### src/rtl/led_pwm_fader.sv
// rtl/led_pwm_fader.sv - multi-channel LED PWM driver with stepped fade between on/off patterns
// A pattern sets per-LED targets; levels ramp toward them one FADE_STEP per STEP_DIV cycles.
module led_pwm_fader #(
   parameter int N_LEDS    = 5,
   parameter int PWM_BITS  = 8,
   parameter int STEP_DIV  = 1024,
   parameter int FADE_STEP = 8
) (
   input  logic              clk,
   input  logic              rst,
   input  logic [N_LEDS-1:0] pattern_i,
   input  logic              pattern_valid_i,
   output logic              pattern_ready_o,
   output logic [N_LEDS-1:0] led_o,
   output logic              busy_o
);

   localparam int                DIV_W    = (STEP_DIV > 1) ? $clog2(STEP_DIV) : 1;
   localparam logic [DIV_W-1:0]  DIV_LAST = DIV_W'(STEP_DIV - 1);
   localparam logic [PWM_BITS-1:0] MAX    = {PWM_BITS{1'b1}};
   localparam logic [PWM_BITS:0] MAX_EXT  = {1'b0, {PWM_BITS{1'b1}}};
   localparam logic [PWM_BITS:0] STEP_EXT = (PWM_BITS + 1)'(FADE_STEP);

   typedef enum logic {
      S_IDLE = 1'b0,
      S_FADE = 1'b1
   } state_t;

   state_t                               r_state;
   state_t                               w_state_next;
   logic [PWM_BITS-1:0]                  r_pwm_cnt;
   logic [DIV_W-1:0]                     r_div;
   logic [N_LEDS-1:0][PWM_BITS-1:0]      r_level;
   logic [N_LEDS-1:0]                    r_target;
   logic [N_LEDS-1:0]                    r_led;

   logic                                 w_accept;
   logic                                 w_tick;
   logic                                 w_levels_done;
   logic                                 w_new_done;
   logic [N_LEDS-1:0][PWM_BITS-1:0]      w_level_next;
   logic [N_LEDS-1:0][PWM_BITS:0]        w_up;
   logic [N_LEDS-1:0][PWM_BITS:0]        w_dn;

   assign pattern_ready_o = (r_state == S_IDLE);
   assign busy_o          = (r_state == S_FADE);
   assign w_accept        = pattern_valid_i && pattern_ready_o;
   assign w_tick          = (r_state == S_FADE) && (r_div == DIV_LAST);
   assign led_o           = r_led;

   // Step math is one bit wider so the carry/borrow bit drives the clamp.
   always_comb begin
      w_level_next  = r_level;
      w_up          = '0;
      w_dn          = '0;
      w_levels_done = 1'b1;
      w_new_done    = 1'b1;
      for (int i = 0; i < N_LEDS; i++) begin
         w_up[i] = {1'b0, r_level[i]} + STEP_EXT;
         w_dn[i] = {1'b0, r_level[i]} - STEP_EXT;
         if (r_target[i]) begin
            w_level_next[i] = (w_up[i] > MAX_EXT) ? MAX : w_up[i][PWM_BITS-1:0];
         end else begin
            w_level_next[i] = w_dn[i][PWM_BITS] ? '0 : w_dn[i][PWM_BITS-1:0];
         end
         if (r_level[i] != (r_target[i] ? MAX : '0)) begin
            w_levels_done = 1'b0;
         end
         if (r_level[i] != (pattern_i[i] ? MAX : '0)) begin
            w_new_done = 1'b0;
         end
      end
   end

   always_comb begin
      w_state_next = r_state;
      case (r_state)
         S_IDLE: begin
            if (w_accept && !w_new_done) begin
               w_state_next = S_FADE;
            end
         end
         S_FADE: begin
            if (w_levels_done) begin
               w_state_next = S_IDLE;
            end
         end
         default: w_state_next = S_IDLE;
      endcase
   end

   always_ff @(posedge clk) begin
      if (rst) begin
         r_state   <= S_IDLE;
         r_pwm_cnt <= '0;
         r_div     <= '0;
         r_level   <= '0;
         r_target  <= '0;
         r_led     <= '0;
      end else begin
         r_state   <= w_state_next;
         r_pwm_cnt <= r_pwm_cnt + 1'b1;
         if (w_accept) begin
            r_target <= pattern_i;
            r_div    <= '0;
         end else if (r_state == S_FADE) begin
            r_div <= (r_div == DIV_LAST) ? '0 : r_div + 1'b1;
         end
         if (w_tick) begin
            r_level <= w_level_next;
         end
         for (int i = 0; i < N_LEDS; i++) begin
            r_led[i] <= (r_level[i] == MAX) || (r_level[i] > r_pwm_cnt);
         end
      end
   end

endmodule

### config.mk
export PLATFORM = sky130hd
export DESIGN_NAME = led_pwm_fader
export DESIGN_NICKNAME = d
export VERILOG_FILES = /design/src/rtl/led_pwm_fader.sv
export SDC_FILE = /design/constraint.sdc
export NUM_CORES = 1
export LEC_CHECK = 0
export ABC_AREA = 1
export BUFFER_PORTS_ARGS = -buffer_cell sky130_fd_sc_hd__buf_4
export CAP_MARGIN = 15
export CORE_ASPECT_RATIO = 2
export CORE_MARGIN = 5
export CORE_UTILIZATION = 35
export CTS_CLUSTER_SIZE = 10
export DETAILED_ROUTE_END_ITERATION = 7
export GPL_ROUTABILITY_DRIVEN = 1
export SLEW_MARGIN = 20
export SYNTH_ARGS = -nofsm -noshare
export SYNTH_HDL_FRONTEND = slang
export SYNTH_SLANG_ARGS = --single-unit
### constraint.sdc
create_clock -name clk -period 1.7 [get_ports clk]
set_input_delay 0.085 -clock clk [delete_from_list [all_inputs] [get_ports clk]]
set_output_delay 0.085 -clock clk [all_outputs]
set_load 0.02 [all_outputs]
## Word level (Yosys, flattened, before mapping)

Index checks and enable logic that the tools add are counted.

- Output and inout port bits: 7
- Register bits: 69
- Word-level logic and storage cells: 98

- Bitwise operators: 1
- Muxes and demuxes: 39
- Order comparisons: 10
- Reduce and logical (&&, ||, !) cells: 10
- Add/subtract/negate cells: 12
- Eq/ne operators: 16

Operators with widths:

| cell | count |
|---|---|
| 8-bit 2-to-1 mux | 25 |
| 8-bit inequality test | 10 |
| 8-bit by 4-bit adder with 9-bit output, second input constant | 5 |
| 9-bit by 8-bit greater-than comparator with 1-bit output, second input constant | 5 |
| 8-bit by 4-bit subtractor with 9-bit output, second input constant | 5 |
| 8-bit equality test, second input constant | 5 |
| 8-bit greater-than comparator | 5 |
| 1-bit 2-to-1 mux | 12 |
| 10-bit by 1-bit adder with 10-bit output, second input constant | 1 |
| 10-bit equality test, second input constant | 1 |
| 10-bit 2-to-1 mux | 1 |
| 8-bit by 1-bit adder with 8-bit output, second input constant | 1 |
| 1-bit logical OR | 5 |
| 1-bit logical AND | 3 |
| 1-bit case mux with 2 select lines | 1 |
| 2-bit OR reduction | 1 |
| 1-bit zero test | 1 |
| 1-bit inverter | 1 |

## Depth between registers and ports, before layout

- Depth after elaboration: 11
- Depth in mapped cells: 12
- Gate-level depth less buffers: 12

## Least setup slack after synthesis

OpenSTA, ideal clock, no wires.

- Path type: reg-to-reg
- From: reg r_level[27] in the netlist's numbering
- To: reg r_level[25] in the netlist's numbering
- Library setup time: 71 ps
- Data required time: 1629 ps
- Path buffers: 0
- Path slack: 190 ps
- Arrival: 1440 ps
- Stages on the path, launching flop included: 8
- Clock period less this slack: 1510 ps
- Path through: dfxtp_1 > inv_1 > ha_1 > a21oi_1 > nand4_1 > o21ai_0 > nand3_1 > a21oi_1

- Longest elaborated chain between the ends: 4
- Elaborated cells on any way between the ends: 6
- Those cells by class: add/sub (2); order compare (1); mux (3)

Ends and longest elaborated chain:

| what | line | source |
|---|---|---|
| from (decl) | 33 | `logic [N_LEDS-1:0][PWM_BITS-1:0] r_level;` |
| from (signal assigned) | 110 | `r_level <= w_level_next;` |
| 8-bit by 4-bit adder with 9-bit output | 59 | `w_up[i] = {1'b0, r_level[i]} + STEP_EXT;` |
| 9-bit by 8-bit greater-than comparator with 1-bit output | 62 | `w_level_next[i] = (w_up[i] > MAX_EXT) ? MAX : w_up[i][PWM_BITS-1:0];` |
| 8-bit 2-to-1 mux | 62 |  |
| 8-bit 2-to-1 mux (*) | 61 | `if (r_target[i]) begin` |

Every way passes the cells marked *; elsewhere a longest branch is shown, timed or not.
A chain may end at the register's enable or synchronous reset.

## Worst setup path after layout

- From: reg r_div[0]
- To: reg r_level[38] in the netlist's numbering

- Longest elaborated chain between the ends: 2

Ends and longest elaborated chain:

| what | line | source |
|---|---|---|
| from (decl) | 32 | `logic [DIV_W-1:0] r_div;` |
| from (signal assigned) | 107 | `r_div <= (r_div == DIV_LAST) ? '0 : r_div + 1'b1;` |
| 10-bit equality test | 48 | `assign w_tick = (r_state == S_FADE) && (r_div == DIV_LAST);` |
| 1-bit logical AND | 48 |  |

Every way passes these cells.

==> impl_summary.log <==
[metrics] flip-flop and latch area: 0.00120 mm^2
[metrics] gate count of the mapped netlist: 669
[metrics] average size of a mapped cell: 6.91 um^2
[metrics] maximum buffer depth of the clock tree: 2
[metrics] Layout Area Growth over Synthesis: 22.9%
[metrics] root buffer cell: sky130_fd_sc_hd__clkbuf_16
[metrics] largest fanout of any net on the critical path: 6
[metrics] diode count: 0
[metrics] unrepaired setup endpoints after global routing: yes
[metrics] Leak: 0.00258 uW
[metrics] die area: 0.0158 mm^2
[metrics] Worst slew margin: 72.3%
[metrics] hold violation count in the final report: 0
[metrics] Multi-input gate area: 0.00322 mm^2
[metrics] clock input transition at the sequential cells of the worst setup and hold paths: 60 ps
[metrics] Synth Cell Area: 0.00463 mm^2
[metrics] detailed-route DRC error count: 0
[metrics] CTS Sinks: 59
[metrics] antenna-violating nets left: 0
[metrics] measured slew at the worst slew-check pin: 411 ps
[metrics] Post-synth top flop: sky130_fd_sc_hd__dfxtp_1
[metrics] number of enable-type register cells in the synthesized netlist: 0
[metrics] Initial Utilization: 35.6%
[metrics] nets@finish: 781
[metrics] clock buffers created by TritonCTS: 9
[metrics] Final Routed Wirelength: 13500 um
[metrics] Tightest Hold Check Type: primary input to register
[metrics] critical path capture point type: register
[metrics] htree depth: 3
[metrics] final clock period utilization by the worst path: 101%
[metrics] number of fillers in the final layout: 1339
[metrics] Core Rows: 59
[metrics] hpwl dp: 9540 um
[metrics] via count of the first global-routing pass: 4457
[metrics] number of flip-flops and latches in the synthesized netlist: 59
[metrics] share of post-route cells with drive strength above 1: 17.5%
[metrics] required time reported for the critical path endpoint: 1970 ps
[metrics] clock insertion delay at the later pin of the skew report: 340 ps
[metrics] endpoint arrival time on the critical path: 1990 ps
[metrics] DP Area: 0.00501 mm^2
[metrics] final period demand of the worst path: 1710 ps
[metrics] share of synthesized flip-flops with an asynchronous set or reset: 0%
[metrics] fin. max-slew vios: 0
[metrics] drt pass-1 iters: 5
[metrics] total via count in the routed design: 4716
[metrics] starting DRC count in detailed routing: 175
[metrics] CTS tree: built
[metrics] routability cong.: 0.904
[metrics] Setup WS post-layout: -13.9 ps
[metrics] power per unit of standard cell area: 638 mW/mm^2
[metrics] dpl cells: 843
[metrics] Post-Layout Inst Area: 0.00569 mm^2
[metrics] clock tree skew after final layout: 8.02 ps
[metrics] core box area: 0.0130 mm^2
[metrics] DR WL/cell: 15.5 um
[metrics] violations in the final reports: negative setup slack
[metrics] status: complete, but fails checks
[metrics] total of buffers placed on input and output ports: 14
[metrics] maximum clock rate: 0.583 GHz
[metrics] Vert. Die Dim: 173 um
[metrics] Worst Setup Path Type: register to register
[metrics] net count after synthesis: 734
[metrics] non-filler instance count after layout: 873
[metrics] CP Launch Type: register
[metrics] count of different cell masters after synthesis: 37
[metrics] horizontal die dimension: 91.3 um
[metrics] num ports: 15
[metrics] number of antenna violations at the first check in global routing: 0
[metrics] number of setup violations in the final report: 1
[metrics] average vias per placed instance: 5.40
[metrics] largest net degree at the start of global routing: 41
[metrics] gr ovfl total: 0
[metrics] Total GRT Usage: 16.0%
[metrics] number of violations of the max-capacitance limit: 0
[metrics] Worst VDD drop: 0.000517 V
[metrics] yosys warns: 0
[metrics] global-route wire length before repair: 20600 um
[metrics] sequential fraction of the synthesis area: 25.5%
-- per-layer routing --
| layer | routed length [um] | GRT usage (%) |
|---|---|---|
| met1 | 5100 | 16.6 |
| met5 | 0 | 0 |
| met4 | 437 | 6.92 |
| met2 | 7600 | 30.3 |
| met3 | 394 | 2.78 |
-- cells by family after synthesis --
group           count (synthesis)  share of synthesized area (%)
compound gates                161                           18.6
xor+xnor                       39                           7.38
fa+ha+maj                      57                           15.4
buf+inv                        89                           8.25
flops                          59                           25.5
simple gates                  264                           24.8
-- final cells by class --
class	instances	area share [%]
Tap cell	152	3.35
Clock buffer	11	4.27
Inverter	69	4.91
Clock inverter	5	0.924
Multi-Input combinational cell	521	56.6
Timing Repair Buffer	54	8.45
Timing Repair inverter	2	0.308
Sequential cell	59	21.2
-- report_power, final --
group | leakage, uW | internal (uW) | switching [uW]
sequential | 0.000485 | 1410 | 44.8
clock | 0.000145 | 1170 | 657
combinational | 0.00195 | 139 | 206
-- Yosys cell counts (2+ instances only) --
cell                       number  area share, %
sky130_fd_sc_hd__nand4_2        2           0.54
sky130_fd_sc_hd__a21oi_1       77            8.3
sky130_fd_sc_hd__a211oi_1       2           0.32
sky130_fd_sc_hd__a31oi_1       10            1.4
sky130_fd_sc_hd__o21ai_1        3           0.32
sky130_fd_sc_hd__buf_4          3           0.49
sky130_fd_sc_hd__xnor2_1        5           0.95
sky130_fd_sc_hd__clkbuf_1       7           0.57
sky130_fd_sc_hd__ha_1          57             15
sky130_fd_sc_hd__buf_6          3           0.73
sky130_fd_sc_hd__buf_2          6           0.65
sky130_fd_sc_hd__o211ai_1       6           0.97
sky130_fd_sc_hd__nand4_1       13            1.8
sky130_fd_sc_hd__nor3_1         4           0.43
sky130_fd_sc_hd__nor2_1        73            5.9
sky130_fd_sc_hd__xor2_1        34            6.4
sky130_fd_sc_hd__o21ai_0       58            6.3
sky130_fd_sc_hd__nand2_1      119            9.7
sky130_fd_sc_hd__inv_1         67            5.4
sky130_fd_sc_hd__nand3_1       43            4.7
sky130_fd_sc_hd__dfxtp_1       59             26
sky130_fd_sc_hd__or2_2          3           0.41
-- metrics by stage --
stage	setup WS (ps)	setup TNS [ps]	utilization, %	total power, uW	hold WS (ps)
after CTS	-3.72	-5.15	41.0	3660	60.9
after floorplan	190	0	-	1700	278
after global placement	47.5	0	38.6	1810	348
after global routing	-107	-748	43.8	3760	83.2
final	-13.9	-13.9	43.8	3630	74.0
after detailed placement	-10.8	-14.1	38.6	1820	352
-- placed cells by master, fill, tap and decap left out, types with 8 or more instances in the layout --
| cell type | instances |
|---|---|
| sky130_fd_sc_hd__nand4_1 | 13 |
| sky130_fd_sc_hd__nand3_1 | 41 |
| sky130_fd_sc_hd__o21ai_0 | 51 |
| sky130_fd_sc_hd__nor2_1 | 71 |
| sky130_fd_sc_hd__nand2_1 | 117 |
| sky130_fd_sc_hd__dfxtp_1 | 46 |
| sky130_fd_sc_hd__a21oi_1 | 70 |
| sky130_fd_sc_hd__a31oi_1 | 9 |
| sky130_fd_sc_hd__dfxtp_2 | 10 |
| sky130_fd_sc_hd__clkbuf_16 | 11 |
| sky130_fd_sc_hd__buf_4 | 48 |
| sky130_fd_sc_hd__inv_1 | 62 |
| sky130_fd_sc_hd__o21ai_1 | 8 |
| sky130_fd_sc_hd__ha_1 | 51 |
| sky130_fd_sc_hd__xor2_1 | 33 |
-- critical path: stages, from the launching register on --
cell and delay (ps):
sky130_fd_sc_hd__dfxtp_4 360, sky130_fd_sc_hd__ha_4 150, sky130_fd_sc_hd__nand2_4 60, sky130_fd_sc_hd__nor3_4 240, sky130_fd_sc_hd__nand3_4 100, sky130_fd_sc_hd__buf_12 170, sky130_fd_sc_hd__buf_12 150, sky130_fd_sc_hd__a21oi_2 120
sky130_fd_sc_hd__nand3_2 130, sky130_fd_sc_hd__a21oi_2 170
-- sequential cells by signal (all words and copies together), names as in the netlist --
name       count
led_o          5
r_target       5
r_div         10
busy_o         1
r_level       30
r_pwm_cnt      8
-- worst paths after layout --
check,from,endpoint,slack [ps],cells past startpoint
worst max-delay path,r_div[0],r_level[38],-10,9
worst min-delay path,pattern_i[3],r_target[3],70,3
worst max register to register,r_div[0],r_level[38],-10,9
worst min register to register,r_div[7],r_div[7],460,1
-- what timing repair did --
item,4_1_cts,5_1_grt
endpoints found under the setup margin,2,36
hold buffers,1,0
gates resized for setup,1,60
endpoints found under the hold margin,2,0
cloned,0,4
setup buffers,0,9
pin swaps,0,11
No activity file was read; power rests on OpenSTA's default activity.
